$ cat config.mk
export PLATFORM = sky130hd
export DESIGN_NAME = wallace_mult_arbiter
export DESIGN_NICKNAME = d
export VERILOG_FILES = /design/src/rtl/wallace_mult_pkg.sv /design/src/rtl/rr_arbiter.sv /design/src/rtl/wallace_mult_4x4.sv /design/src/rtl/wallace_mult_arbiter.sv
export SDC_FILE = /design/constraint.sdc
export NUM_CORES = 1
export LEC_CHECK = 0
export ABC_AREA = 1
export CAP_MARGIN = 20
export CORE_MARGIN = 2
export CORE_UTILIZATION = 30
export DETAILED_ROUTE_END_ITERATION = 10
export PLACE_DENSITY = 0.62
export SLEW_MARGIN = 25
export SYNTH_ARGS = -nofsm -noshare
export SYNTH_HDL_FRONTEND = slang
export SYNTH_SLANG_ARGS = --single-unit
$ cat constraint.sdc
create_clock -name clk -period 6 [get_ports clk]
set_clock_uncertainty 0.1 [all_clocks]
set_input_delay 0.6 -clock clk [delete_from_list [all_inputs] [get_ports clk]]
set_output_delay 0.6 -clock clk [all_outputs]
set_load 0.02 [all_outputs]
$ cat src/rtl/wallace_mult_pkg.sv
`default_nettype none
// ============================================================================
//  Module   : wallace_mult_pkg
//  Brief    : Shared state encoding and datapath widths for the shared multiplier
//  Revision : 1.0 - initial release
// ============================================================================
package wallace_mult_pkg;

    localparam int C_OPW  = 4;
    localparam int C_PW   = 8;

    typedef enum logic [1:0] {
        IDLE = 2'd0,
        CALC = 2'd1,
        OUT  = 2'd2
    } state_t;

endpackage
`default_nettype wire

$ cat src/rtl/rr_arbiter.sv
`default_nettype none
// ============================================================================
//  Module   : rr_arbiter
//  Brief    : Combinational round-robin arbiter, search starts at last+1
//  Revision : 1.0 - initial release
// ============================================================================
module rr_arbiter #(
    parameter int NREQ = 4,
    parameter int IDW  = $clog2(NREQ)
) (
    input  logic [NREQ-1:0] req,
    input  logic [IDW-1:0]  last,
    output logic [NREQ-1:0] grant
);

    logic [IDW-1:0] w_idx;
    logic           w_found;

    always_comb begin
        grant   = '0;
        w_found = 1'b0;
        w_idx   = '0;
        for (int k = 1; k <= NREQ; k++) begin
            w_idx = IDW'((int'(last) + k) % NREQ);
            if (!w_found && req[w_idx]) begin
                grant[w_idx] = 1'b1;
                w_found      = 1'b1;
            end
        end
    end

endmodule
`default_nettype wire

$ cat src/rtl/wallace_mult_4x4.sv
`default_nettype none
// ============================================================================
//  Module   : wallace_mult_4x4
//  Brief    : Combinational signed(A) x unsigned(B) 4x4 Wallace-tree multiplier
//  Revision : 1.0 - initial release
// ============================================================================
module wallace_mult_4x4
    import wallace_mult_pkg::*;
(
    input  logic [C_OPW-1:0] i_a,
    input  logic [C_OPW-1:0] i_b,
    output logic [C_PW-1:0]  o_p
);

    logic [C_PW-1:0] w_a_ext;
    logic [C_PW-1:0] w_pp0, w_pp1, w_pp2, w_pp3;
    logic [C_PW-1:0] w_s1, w_c1, w_s2, w_c2;

    // B is unsigned, so every row has positive weight; sign-extending A to full
    // width lets the mod-256 sum come out exact.
    assign w_a_ext = {{(C_PW-C_OPW){i_a[C_OPW-1]}}, i_a};

    assign w_pp0 = i_b[0] ? w_a_ext                  : '0;
    assign w_pp1 = i_b[1] ? {w_a_ext[C_PW-2:0], 1'b0} : '0;
    assign w_pp2 = i_b[2] ? {w_a_ext[C_PW-3:0], 2'b0} : '0;
    assign w_pp3 = i_b[3] ? {w_a_ext[C_PW-4:0], 3'b0} : '0;

    logic [C_PW-1:0] w_m1, w_m2;
    assign w_s1 = w_pp0 ^ w_pp1 ^ w_pp2;
    assign w_m1 = (w_pp0 & w_pp1) | (w_pp0 & w_pp2) | (w_pp1 & w_pp2);
    assign w_c1 = {w_m1[C_PW-2:0], 1'b0};

    assign w_s2 = w_s1 ^ w_c1 ^ w_pp3;
    assign w_m2 = (w_s1 & w_c1) | (w_s1 & w_pp3) | (w_c1 & w_pp3);
    assign w_c2 = {w_m2[C_PW-2:0], 1'b0};

    assign o_p = w_s2 + w_c2;

endmodule
`default_nettype wire

$ cat src/rtl/wallace_mult_arbiter.sv
`default_nettype none
// ============================================================================
//  Module   : wallace_mult_arbiter
//  Brief    : Round-robin sharing of one 4x4 Wallace multiplier among NREQ clients
//  Revision : 1.0 - initial release
// ============================================================================
module wallace_mult_arbiter
    import wallace_mult_pkg::*;
#(
    parameter int NREQ = 4,
    parameter int IDW  = $clog2(NREQ)
) (
    input  logic                  clk,
    input  logic                  rst,
    input  logic [NREQ-1:0]       req_valid,
    input  logic [NREQ*C_OPW-1:0] req_a,
    input  logic [NREQ*C_OPW-1:0] req_b,
    output logic [NREQ-1:0]       req_ready,
    output logic                  res_valid,
    input  logic                  res_ready,
    output logic [C_PW-1:0]       res_p,
    output logic [IDW-1:0]        res_id,
    output logic                  busy
);

    state_t           r_state;
    logic [IDW-1:0]   r_last;
    logic [IDW-1:0]   r_id;
    logic [C_OPW-1:0] r_a;
    logic [C_OPW-1:0] r_b;
    logic [C_PW-1:0]  r_res_p;
    logic [IDW-1:0]   r_res_id;

    logic [NREQ-1:0]  w_grant;
    logic [IDW-1:0]   w_gnt_id;
    logic             w_hs;
    logic [C_PW-1:0]  w_prod;
    logic [C_OPW-1:0] w_a_arr [NREQ];
    logic [C_OPW-1:0] w_b_arr [NREQ];

    for (genvar g = 0; g < NREQ; g++) begin : g_unpack
        assign w_a_arr[g] = req_a[g*C_OPW +: C_OPW];
        assign w_b_arr[g] = req_b[g*C_OPW +: C_OPW];
    end

    rr_arbiter #(
        .NREQ (NREQ),
        .IDW  (IDW)
    ) u_arb (
        .req   (req_valid),
        .last  (r_last),
        .grant (w_grant)
    );

    always_comb begin
        w_gnt_id = '0;
        for (int i = 0; i < NREQ; i++) begin
            if (w_grant[i]) begin
                w_gnt_id = IDW'(i);
            end
        end
    end

    // Grants are only visible while idle so a stalled result blocks new work.
    assign req_ready = (r_state == IDLE) ? w_grant : '0;
    assign w_hs      = |(req_valid & req_ready);

    wallace_mult_4x4 u_mult (
        .i_a (r_a),
        .i_b (r_b),
        .o_p (w_prod)
    );

    always_ff @(posedge clk) begin
        if (rst) begin
            r_state  <= IDLE;
            r_last   <= IDW'(NREQ-1);
            r_id     <= '0;
            r_a      <= '0;
            r_b      <= '0;
            r_res_p  <= '0;
            r_res_id <= '0;
        end else begin
            case (r_state)
                IDLE: begin
                    if (w_hs) begin
                        r_a     <= w_a_arr[w_gnt_id];
                        r_b     <= w_b_arr[w_gnt_id];
                        r_id    <= w_gnt_id;
                        r_last  <= w_gnt_id;
                        r_state <= CALC;
                    end
                end
                CALC: begin
                    r_res_p  <= w_prod;
                    r_res_id <= r_id;
                    r_state  <= OUT;
                end
                OUT: begin
                    if (res_ready) begin
                        r_state <= IDLE;
                    end
                end
                default: r_state <= IDLE;
            endcase
        end
    end

    assign res_valid = (r_state == OUT);
    assign busy      = (r_state != IDLE);
    assign res_p     = r_res_p;
    assign res_id    = r_res_id;

endmodule
`default_nettype wire
Word-level counts from Yosys, hierarchy flattened. Cells that the tools add are included.

Flip-flop bits (word level): 24. Logic and storage cells: 99. Bits of input ports: 39.

Equal/unequal tests: 4. Reductions and logical operators: 15. Bitwise operators: 19. $add $sub $neg: 5. Muxes and demuxes: 40. Magnitude comparators: 9.

Operators by type and width (count): $and 7x7->7 (6); $mux 4 (9); $mux 8 (4); $xor 8x8->8 (4); $or 7x7->7 (4); $bmux 4 s2 (2); $lt 2x3->1 const B (4); $mux 1 (12); $or 4x4->4 (3); $add 8x8->8 (1); $bmux 1 s2 (4); $demux 1 s2 (4); $ge 2x1->1 const B (4); $mux 2 (4); $logic_and 1x1->1 (7); $pmux 2 s3 (1); $add 2x1->2 const B (2); $add 2x2->2 const B (2); $and 4x4->4 (1); $reduce_and 2->1 (2); $reduce_or 4->1 (1); $ge 3x3->1 const B (1); $logic_not 1->1 (3); $not 2->3 (1); other kinds (6) (6).

Depth between registers and ports, before layout.
Depth in word-level cells: 20. Mapped depth: 18.

Hierarchy. From an unflattened synthesis, not the netlist that was laid out.

Cells, all modules: 359. Area total of the unflattened synthesis: 2182.1 sq um.

By module, submodules not included: wallace_mult_arbiter (area each 1234.9 sq um, cells an instance 199, instances 1); wallace_mult_4x4 (area each 525.5 sq um, cells an instance 85, instances 1); rr_arbiter (area each 421.7 sq um, cells an instance 75, instances 1).

Worst setup path before layout. No wires, ideal clock.

Path type: reg-to-output. Start point: register r_last[0]. End point: output port req_ready[3]. Arrival time: 2153 ps. Cell stages (with the launch flop): 13. Slack: 3147 ps. Path buffers: 1. Cell sequence: dfxtp_1 > inv_2 > ha_1 > inv_1 > nand3_2 > nand2_4 > nand2_4 > nor2_4 > nand2_1 > nand3_2 > inv_2 > buf_2 > nor2_1.

Word-level cells in the longest chain between the ends: 14. Elaborated cells on any way between the ends: 49. Those cells by class: 4 x add/sub; 8 x order compare; 24 x mux; 3 x bitwise; 10 x reduce/logical.

RTL lines: start: declaration (RTL line wallace_mult_arbiter.sv:27) `logic [IDW-1:0] r_last;`; start signal: assignment (RTL line wallace_mult_arbiter.sv:77) `r_last <= IDW'(NREQ-1);`; start signal: assignment (RTL line wallace_mult_arbiter.sv:90) `r_last <= w_gnt_id;`; parallel branches: the longest is 12 deep, another holds $lt 2x3->1; $mux 4 * (RTL line rr_arbiter.sv:25) `if (!w_found && req[w_idx]) begin`; $mux 4 * (RTL line wallace_mult_arbiter.sv:65) `assign req_ready = (r_state == IDLE) ? w_grant : '0;`; end: declaration (RTL line wallace_mult_arbiter.sv:18) `output logic [NREQ-1:0] req_ready,`.

Every way passes the cells marked *. The select of a mux whose other input is x is not followed.

Worst setup path in the final report.
Start point: register r_last[1]. End point: output port req_ready[3].

The elaborated chain is that of the path after synthesis.

==> run_results.csv <==
group,metric,value,unit
clock_tree,cts-resized-gates,0,
timing,tightest_slew,566,ps
global_routing,grt_pass1_wl,9.25,mm
timing,hold_viol,0,
logic_synthesis,ys_types,27,
clock_tree,numCtsBuffers,3,
floorplan,die_y,90.5,um
finish,syn_to_final_growth,30.7,%
logic_synthesis,syn_avg_cell_area,6.29,um2
finish,final_common_cell,"inv_1",
power_and_ir_drop,power_density,447,nW/um2
global_routing,grt_max_degree,19,
logic_synthesis,netlist_area,2240,um2
global_routing,antenna_found_initial,0,
floorplan,rows,31,
clock_tree,h-tree-depth,1,
global_routing,use_met2,20.8,%
routing,drtAntennaViolNets,0,
timing,fin_crit_sh,61.1,%
finish,num_antenna_cells,0,
clock_tree,cts.sinks,24,
routing,vias,2185,
timing,period_needed,3670,ps
routing,viasPerCell,4.30,
logic_synthesis,syn_inst,357,
worst_setup_path,start_kind,"flop",
worst_setup_path,reg2reg_slack,2950,ps
global_routing,grtUsageTotal,13.3,%
floorplan,die-width,90.5,um
global_routing,grt_use_met3,1.59,%
placed_design,post-dp-hpwl,4.28,mm
routing,wire_per_inst,10.2,um
timing,drv_slew,0,
power_and_ir_drop,p_total,1.31,mW
worst_hold_path,hold_class,"flop to flop",
job,cap_violations,0,
worst_setup_path,critPathKind,"flop to output port",
finish,final_area,2930,um2
routing,first_pass_iters,4,
clock_tree,ctsRootBufferMaster,"clkbuf_8",
finish,drive_above_1_share,5.38,%
worst_setup_path,crit_arrival,2970,ps
global_routing,grt-ovfl-total,0,
routing,wl,5.17,mm
logic_synthesis,yosysWarnings,0,
timing,rsz0062_at_grt,"false",
worst_setup_path,timing.rr.end,"r_id[0]$_SDFFE_PP0P_",
clock_tree,cts_max_path_buffers,2,
clock_tree,tritoncts,"yes",
timing,finalWorstSetupSlack,2330,ps
clock_tree,postCtsHoldBufs,0,
floorplan,dieArea,8190,um2
clock_tree,clk_pin_slew,80,ps
floorplan,start_util,30.9,%
logic_synthesis,mappedNetlistNets,419,
worst_setup_path,cp_max_fo,18,
placed_design,numPortBuffers,54,
routing,first_iter_violations,144,
finish,layout_common_cells,"inv_1, nand2_1, nand3_1",
timing,tns,0,ps
worst_setup_path,worst_setup_path_end_kind,"output port",
clock_tree,postCtsSetupBuffers,0,
power_and_ir_drop,ir_drop,0.000137,V
global_routing,grt_pass1_vias,2050,
floorplan,ioPinCount,55,
global_routing,use_met1,19.4,%
placed_design,placed_area,2860,um2
timing,slew_headroom,62.2,%
worst_setup_path,cpMaxStageDelayCell,"clkdlybuf4s50_1",
clock_tree,insertion_delay,260,ps
timing,fmax,273,MHz
logic_synthesis,seq_area_frac_synth,21.4,%
outcome,outcome,"completed",
finish,n_fill_cell,791,
worst_setup_path,cp.required,5300,ps
timing,finalSetupViolCount,0,
placed_design,gp_congestion,0.824,
worst_setup_path,r2r.worst_path.cells,15,
worst_hold_path,hold_path_depth,2,
logic_synthesis,ys_ff_latch,24,
worst_hold_path,whs_endpoint,"r_id[1]$_SDFFE_PP0P_",
worst_setup_path,slowest_delay,610,ps
global_routing,top_usage_layer,"met2",
finish,nets,472,
worst_hold_path,min-delay-start,"r_id[1]$_SDFFE_PP0P_",
worst_setup_path,crit_chain,"inv_1 > ha_1 > inv_1 > nand3_2 > nand2_4 > nand2_4 > nor2_4 > nand2_1 > nand3_2 > inv_2 > nor2_1 > clkdlybuf4s50_1",
power_and_ir_drop,p_leak,1.60,nW
floorplan,core_area,7250,um2
routing,drc,0,
placed_design,dp_worst_setup_slack,2540,ps
worst_setup_path,rr_startpoint,"r_last[1]$_SDFFE_PP1P_",
synthesized netlist by cell type:
master    instances  area, um2
a21o_1            1       7.51
nand3_1          66        330
a211oi_1          1       7.51
nand2_1          79        297
buf_2             1       5.00
inv_2             5       18.8
nor2_4            1       11.3
clkinv_1          1       3.75
xor2_1            2       17.5
nand2_2           1       6.26
and2_1            1       6.26
ha_1             14        175
o221ai_1          1       8.76
o21ai_0           8       40.0
inv_1            89        334
a31oi_1           2       12.5
nor2_2            3       18.8
xnor2_1           1       8.76
a21oi_1          14       70.1
fa_1              9        180
nand3b_1          1       7.51
dfxtp_1          24        480
clkbuf_1          2       7.51
nand3_2           4       40.0
buf_6             3       33.8
nor2_1           19       71.3
nand2_4           4       45.0
logic make-up after synthesis:
family | after synthesis | share of synthesized area (%)
compound gates | 27 | 6.52
xor+xnor | 3 | 1.17
fa+ha+maj | 23 | 15.8
buf+inv | 101 | 17.9
flops | 24 | 21.4
simple gates | 179 | 37.1
layer usage:
layer	wire, um	vias up
li1	-	1196
met1	2610	920
met2	2240	65
met3	285	4
met4	31	0
met5	0	-
report_power, final:
group	switching [mW]	internal, mW	total [mW]
registers	0.0471	0.210	0.257
clock network	0.0518	0.0891	0.141
logic	0.580	0.334	0.914
state kept, by name (all words and copies together), names as in the netlist:
register / count
r_a: 4
r_last: 2
r_b: 4
r_id: 2
r_state: 2
res_p: 8
res_id: 2
cell type report:
cell class | instances | area (um2) | area share [%]
Multi-Input combinational cell | 232 | 1360 | 46.4
Timing Repair Buffer | 54 | 541 | 18.4
Sequential cell | 24 | 480 | 16.4
Inverter | 95 | 357 | 12.2
Tap cell | 99 | 124 | 4.22
Clock buffer | 3 | 41.3 | 1.41
Clock inverter | 1 | 30.0 | 1.02
worst max-delay path, delay by kind of cell, from the launching register on:
family        cells  cell delay, ps
fa+ha+maj         1             360
buf+inv           4            1080
flops             1             510
simple gates      7             750
metrics by stage:
stage / instances / hold WS [ps] / utilization, %
finish: 508 / 373 / 40.5
global route: 508 / 409 / 40.5
CTS: 508 / 373 / 40.5
detailed placement: 504 / 357 / 39.5
global placement: 504 / 353 / 39.5
floorplan: 357 / 340 / -
worst max path at each step:
stage	from	end	slack, ps	depth (start not counted)
6_report	r_last[1]$_SDFFE_PP1P_	req_ready[3]	2330	12
2_1_floorplan	r_last[0]$_SDFFE_PP1P_	req_ready[3]	3150	12
3_5_place_dp	req_valid[3]	req_ready[3]	2540	11
4_1_cts	r_last[1]$_SDFFE_PP1P_	req_ready[3]	2320	12
3_3_place_gp	req_valid[3]	req_ready[3]	2610	11
5_1_grt	r_last[0]$_SDFFE_PP1P_	req_ready[3]	2070	12
Power figures use the tool's default switching activity.
